`config.mk`:
```
export PLATFORM = sky130hd
export DESIGN_NAME = spi_flash_reader
export DESIGN_NICKNAME = d
export VERILOG_FILES = /design/src/rtl/spi_flash_reader.sv
export SDC_FILE = /design/constraint.sdc
export NUM_CORES = 1
export LEC_CHECK = 0
export BUFFER_PORTS_ARGS = -buffer_cell sky130_fd_sc_hd__buf_2
export CAP_MARGIN = 20
export CORE_MARGIN = 2
export CORE_UTILIZATION = 61
export CTS_CLUSTER_SIZE = 28
export DETAILED_ROUTE_END_ITERATION = 16
export GPL_ROUTABILITY_DRIVEN = 0
export HOLD_SLACK_MARGIN = 0.03
export PLACE_DENSITY = 0.85
export SETUP_SLACK_MARGIN = 0.15
export SLEW_MARGIN = 20
export SYNTH_ARGS = -nofsm -noshare
export SYNTH_HDL_FRONTEND = slang
export SYNTH_SLANG_ARGS = --single-unit
```
`constraint.sdc`:
```
create_clock -name i_clk -period 3.79 [get_ports i_clk]
set_clock_uncertainty 0.15 [all_clocks]
set_input_delay 0.758 -clock i_clk [delete_from_list [all_inputs] [get_ports i_clk]]
set_output_delay 0.758 -clock i_clk [all_outputs]
set_load 0.01 [all_outputs]
```
`src/rtl/spi_flash_reader.sv`:
```
// Services 6809 reads in the 0xF000-0xFFFF window with a serial READ (0x03) to SPI flash.
// Stalls the CPU through MRDY until the byte arrives and yields the flash pins to the FT2232.
module spi_flash_reader #(
  parameter int unsigned CLK_DIV    = 2,
  parameter logic [23:0] FLASH_BASE = 24'h000000,
  parameter logic [7:0]  READ_CMD   = 8'h03
) (
  input  logic        i_clk,
  input  logic        i_reset,
  input  logic        i_spi_ce,
  input  logic        i_rw,
  input  logic [15:0] i_address,
  input  logic        i_FT_CS,
  output logic [7:0]  o_data,
  output logic        o_mrdy,
  output logic        o_spi_oe,
  output logic        o_spi_cs_n,
  output logic        o_spi_sck,
  output logic        o_spi_mosi,
  input  logic        i_spi_miso
);

  localparam int unsigned DIV_W   = (CLK_DIV > 1) ? $clog2(CLK_DIV) : 1;
  localparam int unsigned GAP_MAX = 2 * CLK_DIV - 1;
  localparam int unsigned GAP_W   = $clog2(GAP_MAX + 1);
  localparam int unsigned BIT_W   = 6;

  typedef enum logic [2:0] {S_IDLE, S_CMD, S_ADDR, S_DATA, S_DONE} state_t;

  state_t             state_q, state_d;
  logic [DIV_W-1:0]   div_q, div_d;
  logic [BIT_W-1:0]   bit_q, bit_d;
  logic [GAP_W-1:0]   gap_q, gap_d;
  logic [31:0]        tx_q, tx_d;
  logic [7:0]         rx_q, rx_d;
  logic [7:0]         data_q, data_d;
  logic               sck_q, sck_d;
  logic               mosi_q, mosi_d;
  logic               cs_n_q, cs_n_d;
  logic               oe_q, oe_d;

  logic        req;
  logic [23:0] flash_addr;
  logic        unused_addr_hi;

  assign req            = ~i_spi_ce & i_rw;
  assign flash_addr     = FLASH_BASE + {12'h000, i_address[11:0]};
  assign unused_addr_hi = ^i_address[15:12];

  // CPU waits for any pending read until the byte is on the bus
  assign o_mrdy     = i_reset | ~(req & (state_q != S_DONE));
  assign o_data     = data_q;
  assign o_spi_oe   = oe_q;
  assign o_spi_cs_n = cs_n_q;
  assign o_spi_sck  = sck_q;
  assign o_spi_mosi = mosi_q;

  always_ff @(posedge i_clk or posedge i_reset) begin
    if (i_reset) begin
      state_q <= S_IDLE;
      div_q   <= '0;
      bit_q   <= '0;
      gap_q   <= GAP_W'(GAP_MAX);
      tx_q    <= '0;
      rx_q    <= '0;
      data_q  <= '0;
      sck_q   <= 1'b0;
      mosi_q  <= 1'b0;
      cs_n_q  <= 1'b1;
      oe_q    <= 1'b0;
    end else begin
      state_q <= state_d;
      div_q   <= div_d;
      bit_q   <= bit_d;
      gap_q   <= gap_d;
      tx_q    <= tx_d;
      rx_q    <= rx_d;
      data_q  <= data_d;
      sck_q   <= sck_d;
      mosi_q  <= mosi_d;
      cs_n_q  <= cs_n_d;
      oe_q    <= oe_d;
    end
  end

  always_comb begin
    state_d = state_q;
    div_d   = div_q;
    bit_d   = bit_q;
    tx_d    = tx_q;
    rx_d    = rx_q;
    data_d  = data_q;
    sck_d   = sck_q;
    mosi_d  = mosi_q;
    cs_n_d  = cs_n_q;
    oe_d    = oe_q;

    // Counts CS-high cycles so back-to-back accesses honour the flash deselect time
    if (!cs_n_q)                        gap_d = '0;
    else if (gap_q != GAP_W'(GAP_MAX))  gap_d = gap_q + 1'b1;
    else                                gap_d = gap_q;

    case (state_q)
      S_IDLE: begin
        if (req && i_FT_CS && (gap_q == GAP_W'(GAP_MAX))) begin
          state_d = S_CMD;
          cs_n_d  = 1'b0;
          oe_d    = 1'b1;
          sck_d   = 1'b0;
          div_d   = '0;
          bit_d   = '0;
          tx_d    = {READ_CMD, flash_addr};
          mosi_d  = READ_CMD[7];
        end
      end
      S_CMD, S_ADDR, S_DATA: begin
        if (!req || !i_FT_CS) begin
          state_d = S_IDLE;
          cs_n_d  = 1'b1;
          oe_d    = 1'b0;
          sck_d   = 1'b0;
          mosi_d  = 1'b0;
          div_d   = '0;
          bit_d   = '0;
        end else if (div_q != DIV_W'(CLK_DIV - 1)) begin
          div_d = div_q + 1'b1;
        end else begin
          div_d = '0;
          if (!sck_q) begin
            sck_d = 1'b1;
            rx_d  = {rx_q[6:0], i_spi_miso};
          end else begin
            // Falling SCK closes the bit; MOSI advances only here
            sck_d  = 1'b0;
            bit_d  = bit_q + 1'b1;
            tx_d   = {tx_q[30:0], 1'b0};
            mosi_d = tx_q[30];
            if (bit_q == BIT_W'(39)) begin
              state_d = S_DONE;
              cs_n_d  = 1'b1;
              oe_d    = 1'b0;
              mosi_d  = 1'b0;
              bit_d   = '0;
              data_d  = rx_q;
            end else if (bit_q == BIT_W'(7)) begin
              state_d = S_ADDR;
            end else if (bit_q == BIT_W'(31)) begin
              state_d = S_DATA;
            end
          end
        end
      end
      S_DONE: begin
        if (i_spi_ce) state_d = S_IDLE;
      end
      default: state_d = S_IDLE;
    endcase
  end

endmodule

```
==> out/results.ini, run 1 <==
[outcome]
outcome = finished clean

[cells_and_area]
final_cells = 354
syn_to_final_growth_pct = 14.9
diodes_inserted = 0
final_layout_size_suffix_gt1_frac = 0.205
mostFrequentLayoutCell = sky130_fd_sc_hd__dfrtp_1
mostFrequentLayoutCells = 60 x sky130_fd_sc_hd__dfrtp_1, 57 x sky130_fd_sc_hd__nand2_1, 34 x sky130_fd_sc_hd__o21ai_1
layout.nets = 321
post_route_utilization = 0.734

[setup_path]
worstPathCellList = buf_2 -> nor4bb_1 -> buf_4 -> and2_1 -> and3_1 -> mux2_1
worstSetupStartpoint = i_spi_ce
worstPathBufferInverterCount = 2
max_stage_delay_on_crit_path_ns = 0.51
worst_ep_arrival_time_ns = 2.52
path_max_fanout = 9
critical_path_required_ns = 3.85
critical-path-slowest-cell = sky130_fd_sc_hd__and3_1
timing.critical_path.max_delay_family = simple AND/OR/NAND/NOR gates
setup.worst_path.class = in2reg
worstSetupStartpointType = primary input
reg2reg_from = state_q[2]
end_kind = register
reg2reg_slack_ns = 1.41

[detailed_routing]
avgViaCountPerCell = 5.59
via_count = 1980
drt_iter0_drc = 93
route.antenna.remaining_nets = 0
drt-wirelength-per-cell_um = 14.6
routed_wl_um = 5160
drt_drc_violations_left = 0
firstDrtPassIters = 4

[timing]
timing.final.max_slew_violations = 0
setup_viol = 0
tightest_slew_ns = 0.835
max_clock_freq_ghz = 0.407
fin_hold_ws_ns = 0.331
post-route-period-util = 0.648
slew_headroom = 0.443
final_hold_viol_count = 0
timing.setup.tns_ns = 0
post-route-min-period_ns = 2.46
unrepaired_setup_endpoints_after_global_routing = no

[power]
power-per-cell-area_nw_per_um2 = 573
totalPowerFinal_mw = 1.84
vdd.ir_drop.worst_v = 0.000403
total_leakage_power_nw = 1.59

[cts]
post-cts-setup-buffer-count = 0
post_cts_hold_buffer_count = 0
tritoncts_num_sinks = 63
cts.clk_slew.worst_paths_ns = 0.07
clock_path_buffers = 2
worstSkewPairLatency_ns = 0.34
root_buffer_selected_by_cts = sky130_fd_sc_hd__clkbuf_8
tritoncts = done
cts-buffers-inserted = 9
cts_htree_levels = 3
postCtsResizedCells = 0

[floorplan]
dieHeight_um = 71.8
placementRows = 24
core_area_um2 = 4380
initial_core_utilization = 0.639
die_w_um = 71.8
fp.dieArea_um2 = 5150
boundaryPins = 35

[global_routing]
grt_remaining_overflow = 0
grt_first_pass_wirelength_um = 8780
grt_start_max_net_pins = 62
grt_pass1_vias = 1933
grt_usage = 0.227
antenna_found_initial = 0

[synthesis]
synth-seq-cells = 63
netlist-cell-type-count = 42
seq_area_frac_synth = 0.564
synth-edff-count = 0
mappedNetlistArea_um2 = 2800
mappedNetlistNets = 286
synth_warnings = 0
async_reset_ff_frac = 1.00
postSynthAreaPerCell_um2 = 10.7
post_synth_inst_count = 262
synth_flop_cell = sky130_fd_sc_hd__dfrtp_1

[job]
timing.max_cap.violations = 0

[place]
io_buffers = 30
number_of_placed_instances_taps_included = 338
dp.final_hpwl_um = 3420

[hold_path]
timing.hold.worst.start = o_data[7]
class_of_the_worst_hold_path = reg2reg

## layer usage
| layer | wire length (um) | GRT usage | vias up | share of wire |
|---|---|---|---|---|
| met1 | 2380 | 0.282 | 959 | 0.46 |
| met2 | 2490 | 0.361 | 36 | 0.48 |
| met4 | 80 | 0.119 | 0 | 0.016 |
| met5 | 0 | 0 | - | 0 |
| met3 | 210 | 0.0661 | 7 | 0.041 |
| li1 | - | - | 978 | - |
## power breakdown
group / leakage (nW) / internal (mW) / total [mW] / switching, mW
combinational: 0.631 / 0.194 / 0.455 / 0.261
clock: 0.0981 / 0.317 / 0.568 / 0.251
sequential: 0.862 / 0.760 / 0.820 / 0.0599
## metrics by stage
stage               cell area [um^2]  setup slack (ns)
finish                          3220              1.33
global route                    3220              1.24
CTS                             3220              1.35
detailed placement              3020              1.03
global placement                3010              1.09
floorplan                       2800              1.32
## cell usage after synthesis (all sizes together) (3+ instances only)
cell     n  area share
mux2    19       0.079
nor2     8       0.011
o21ai   36       0.064
buf      3      0.0054
nand3    4      0.0071
nand4    4      0.0089
inv      5      0.0067
dfrtp   60        0.54
clkbuf   8       0.011
o211ai   3      0.0080
mux2i   13       0.046
nand2   57       0.076
dfstp    3       0.028
a21oi    5      0.0089
or2      3      0.0076
## cell type report
| type | count | area (um^2) |
|---|---|---|
| flip-flops and latches | 63 | 1580 |
| fillers | 294 | 1170 |
| multi-input cells | 181 | 1160 |
| repair buffers | 35 | 188 |
| clock buffers | 10 | 138 |
| well taps | 52 | 65.1 |
| clock inverters | 6 | 60.1 |
| inverters | 7 | 26.3 |
## kinds of logic after synthesis
logic type	share of synthesized area
multiplexers	0.126
XOR/XNOR	0.00313
AO/OA/AOI/OAI	0.122
buffers and inverters	0.0255
adder cells (fa/ha/maj)	0.00894
AND/OR/NAND/NOR	0.151
flip-flops	0.564
## flip-flops by register name, summed over array words and instances, names as in the netlist, 2 cells and up
| signal | cells |
|---|---|
| gap_q | 2 |
| state_q | 3 |
| tx_q | 31 |
| o_data | 8 |
| rx_q | 8 |
| bit_q | 6 |
## worst paths after layout
path / end / cells past startpoint
setup / recovery: o_data[4] / 6
hold / removal: o_data[7] / 1
setup reg to reg: o_data[4] / 5
hold reg to reg: o_data[7] / 1
max in group asynchronous: bit_q[5] / 3
min in group asynchronous: o_spi_mosi / 2
Note: power is estimated with default switching activity, not from simulation.
==> inputs of run 2 (changes only) <==
Settings changed: CORE_UTILIZATION 61 to 57, PLACE_DENSITY 0.85 to 0.81.
Clock period 3.79 ns to 2.3 ns, I/O delays scaled along.
==> out/results.ini, run 2 (synthesis results as in run 1) <==
[setup_path]
critical_path_required_ns = 2.37  ; was 3.85 ns
setup.worst_path.class = reg2reg  ; was in2reg
max_stage_delay_on_crit_path_ns = 0.54  ; was 0.51 ns
reg2reg_slack_ns = 0.20  ; was 1.41 ns
end_kind = register  ; unchanged
path_max_fanout = 4  ; was 9
reg2reg_from = gap_q[0]  ; was state_q[2]
worstSetupStartpointType = register  ; was primary input
worstRegToRegCells = 5  ; unchanged
worstSetupStartpoint = gap_q[0]  ; was i_spi_ce
critical-path-slowest-cell = sky130_fd_sc_hd__dfstp_2  ; was sky130_fd_sc_hd__and3_1
worstPathBufferInverterCount = 0  ; was 2
total_number_of_cells_along_the_worst_setup_path = 5  ; was 6
cp_capture_point = o_spi_oe  ; was o_data[4]
worstPathCellList = ha_1 -> nand4b_1 -> a21o_1 -> or3b_4 -> mux2_4  ; was buf_2 -> nor4bb_1 -> buf_4 -> and2_1 -> and3_1 -> mux2_1
reg2reg_to = o_spi_oe  ; was o_data[4]
timing.critical_path.max_delay_family = simple AND/OR/NAND/NOR gates  ; unchanged
worst_ep_arrival_time_ns = 2.17  ; was 2.52 ns

[cts]
tritoncts_num_sinks = 63  ; unchanged
cts.clk_slew.worst_paths_ns = 0.07  ; about the same
tritoncts = done  ; unchanged
worstSkewPairLatency_ns = 0.33  ; was 0.34 ns
root_buffer_selected_by_cts = sky130_fd_sc_hd__clkbuf_8  ; unchanged
cts_htree_levels = 3  ; unchanged
clock_path_buffers = 2  ; unchanged
cts-buffers-inserted = 9  ; unchanged

[floorplan]
fp.dieArea_um2 = 5490  ; was 5150 um^2
boundaryPins = 35  ; unchanged
core_area_um2 = 4720  ; was 4380 um^2
initial_core_utilization = 0.593  ; was 0.639
placementRows = 25  ; was 24
die_w_um = 74.1  ; was 71.8 um
dieHeight_um = 74.1  ; was 71.8 um

[cells_and_area]
mostFrequentLayoutCell = sky130_fd_sc_hd__dfrtp_1  ; unchanged
final_cell_area_um2 = 3320  ; was 3220 um^2
final_layout_size_suffix_gt1_frac = 0.229  ; was 0.205
syn_to_final_growth_pct = 18.5  ; was 14.9%
largest_register_ff_count = 31  ; unchanged
mostFrequentLayoutCells = 60 x sky130_fd_sc_hd__dfrtp_1, 57 x sky130_fd_sc_hd__nand2_1, 34 x sky130_fd_sc_hd__o21ai_1  ; unchanged
layout.nets = 329  ; was 321
diodes_inserted = 0  ; unchanged
final.fill_count = 354  ; was 294
registers.top_by_ff_count = tx_q  ; unchanged

[timing]
final_hold_viol_count = 0  ; unchanged
timing.setup.tns_ns = 0  ; unchanged
unrepaired_setup_endpoints_after_global_routing = yes  ; was no
timing.final.max_slew_violations = 0  ; unchanged
post-route-period-util = 0.912
setup_viol = 0  ; unchanged
max_clock_freq_ghz = 0.477
tightest_slew_ns = 0.645  ; was 0.835 ns
post-route-min-period_ns = 2.10
slew_headroom = 0.569  ; was 0.443

[power]
power.switching_fraction = 0.324  ; was 0.310
vdd.ir_drop.worst_v = 0.000576  ; was 0.000403 V
power_frac_clock = 0.275  ; was 0.308
cell_internal_pwr_mw = 1.98  ; was 1.27 mW
power.share.combinational = 0.265  ; was 0.247
p_sw_uw = 950  ; was 572 uW
power-per-cell-area_nw_per_um2 = 884  ; was 573 nW/um^2
seqPwrFrac = 0.460  ; was 0.445
total_leakage_power_nw = 1.62  ; was 1.59 nW

[global_routing]
grt_first_pass_wirelength_um = 8190  ; was 8780 um
grt_pass1_vias = 1840  ; was 1933
grt_start_max_net_pins = 63  ; was 62
grt_usage = 0.200  ; was 0.227
grt_remaining_overflow = 0  ; unchanged
antenna_found_initial = 0  ; unchanged

[detailed_routing]
avgViaCountPerCell = 5.31  ; was 5.59
via_count = 2001  ; was 1980
drt-wirelength-per-cell_um = 13.1  ; was 14.6 um
firstDrtPassIters = 4  ; unchanged
route.antenna.remaining_nets = 0  ; unchanged
drt_iter0_drc = 145  ; was 93
routed_wl_um = 4940  ; was 5160 um
drt_drc_violations_left = 0  ; unchanged

[place]
io_buffers = 30  ; unchanged
postPlaceCellArea_um2 = 3120  ; was 3020 um^2
dp.final_hpwl_um = 3410  ; was 3420 um

[hold_path]
class_of_the_worst_hold_path = in2reg  ; was reg2reg
hold_depth = 2  ; was 1

[job]
timing.max_cap.violations = 0  ; unchanged

[outcome]
outcome = finished clean  ; unchanged

[run 2: timing repair]
| action | CTS | global route |
|---|---|---|
| buffers inserted | 0 | 2 |
| hold buffers | 1 | 0 |
| gates resized for setup | 0 | 2 |
| hold endpoints to repair | 19 | 0 |
| endpoints found under the setup margin | 0 | 14 |
[run 2: worst reg2reg max path, cell delays in order (launching register included)]
cell and delay (ns):
sky130_fd_sc_hd__dfstp_2 0.54, sky130_fd_sc_hd__ha_1 0.17, sky130_fd_sc_hd__nand4b_1 0.16, sky130_fd_sc_hd__a21o_1 0.24, sky130_fd_sc_hd__or3b_4 0.43, sky130_fd_sc_hd__mux2_4 0.30
[run 2: cell type report]
cell class	count	area [um^2]	share of cell area
Clock buffer	10	128	0.0385
Clock inverter	6	37.5	0.0113
Inverter	7	30.0	0.00905
Multi-Input combinational cell	181	1170	0.353
Sequential cell	63	1580	0.476
Tap cell	67	83.8	0.0253
Timing Repair Buffer	43	288	0.0867
[run 2: power groups by stage]
| stage | logic [mW] | registers (mW) | clock network [mW] |
|---|---|---|---|
| 3_5_place_dp | 0.763 | 1.37 | 0 |
| 5_1_grt | 0.873 | 1.37 | 0.874 |
| 3_3_place_gp | 0.746 | 1.36 | 0 |
| 6_report | 0.778 | 1.35 | 0.807 |
| 4_1_cts | 0.769 | 1.35 | 0.830 |
| 2_1_floorplan | 0.571 | 1.35 | 0 |
[run 2: through the flow]
stage,std cells,util,power (mW),hold WS (ns),worst slack (ns)
6_report,377,0.703,2.93,0.196,0.201
2_1_floorplan,262,-,1.93,0.305,0.219
5_1_grt,377,0.703,3.11,0.205,0.136
3_5_place_dp,358,0.660,2.13,0.322,0.100
3_3_place_gp,358,0.660,2.11,0.314,0.176
4_1_cts,375,0.697,2.95,0.188,0.175
[run 2: per-layer routing]
layer	vias up	routed length, um	track usage
met5	-	0	0
met4	0	98	0.113
met3	8	143	0.0393
met2	36	2360	0.315
met1	958	2340	0.261
li1	999	-	-
[run 2: how the worst min path moves through the flow]
| stage | end | start | slack [ns] |
|---|---|---|---|
| global placement | o_data[5] | o_data[5] | 0.31 |
| global route | rx_q[0] | i_spi_miso | 0.20 |
| detailed placement | o_data[5] | o_data[5] | 0.32 |
| CTS | rx_q[0] | i_spi_miso | 0.19 |
| floorplan | tx_q[0] | tx_q[0] | 0.30 |
| finish | rx_q[0] | i_spi_miso | 0.20 |
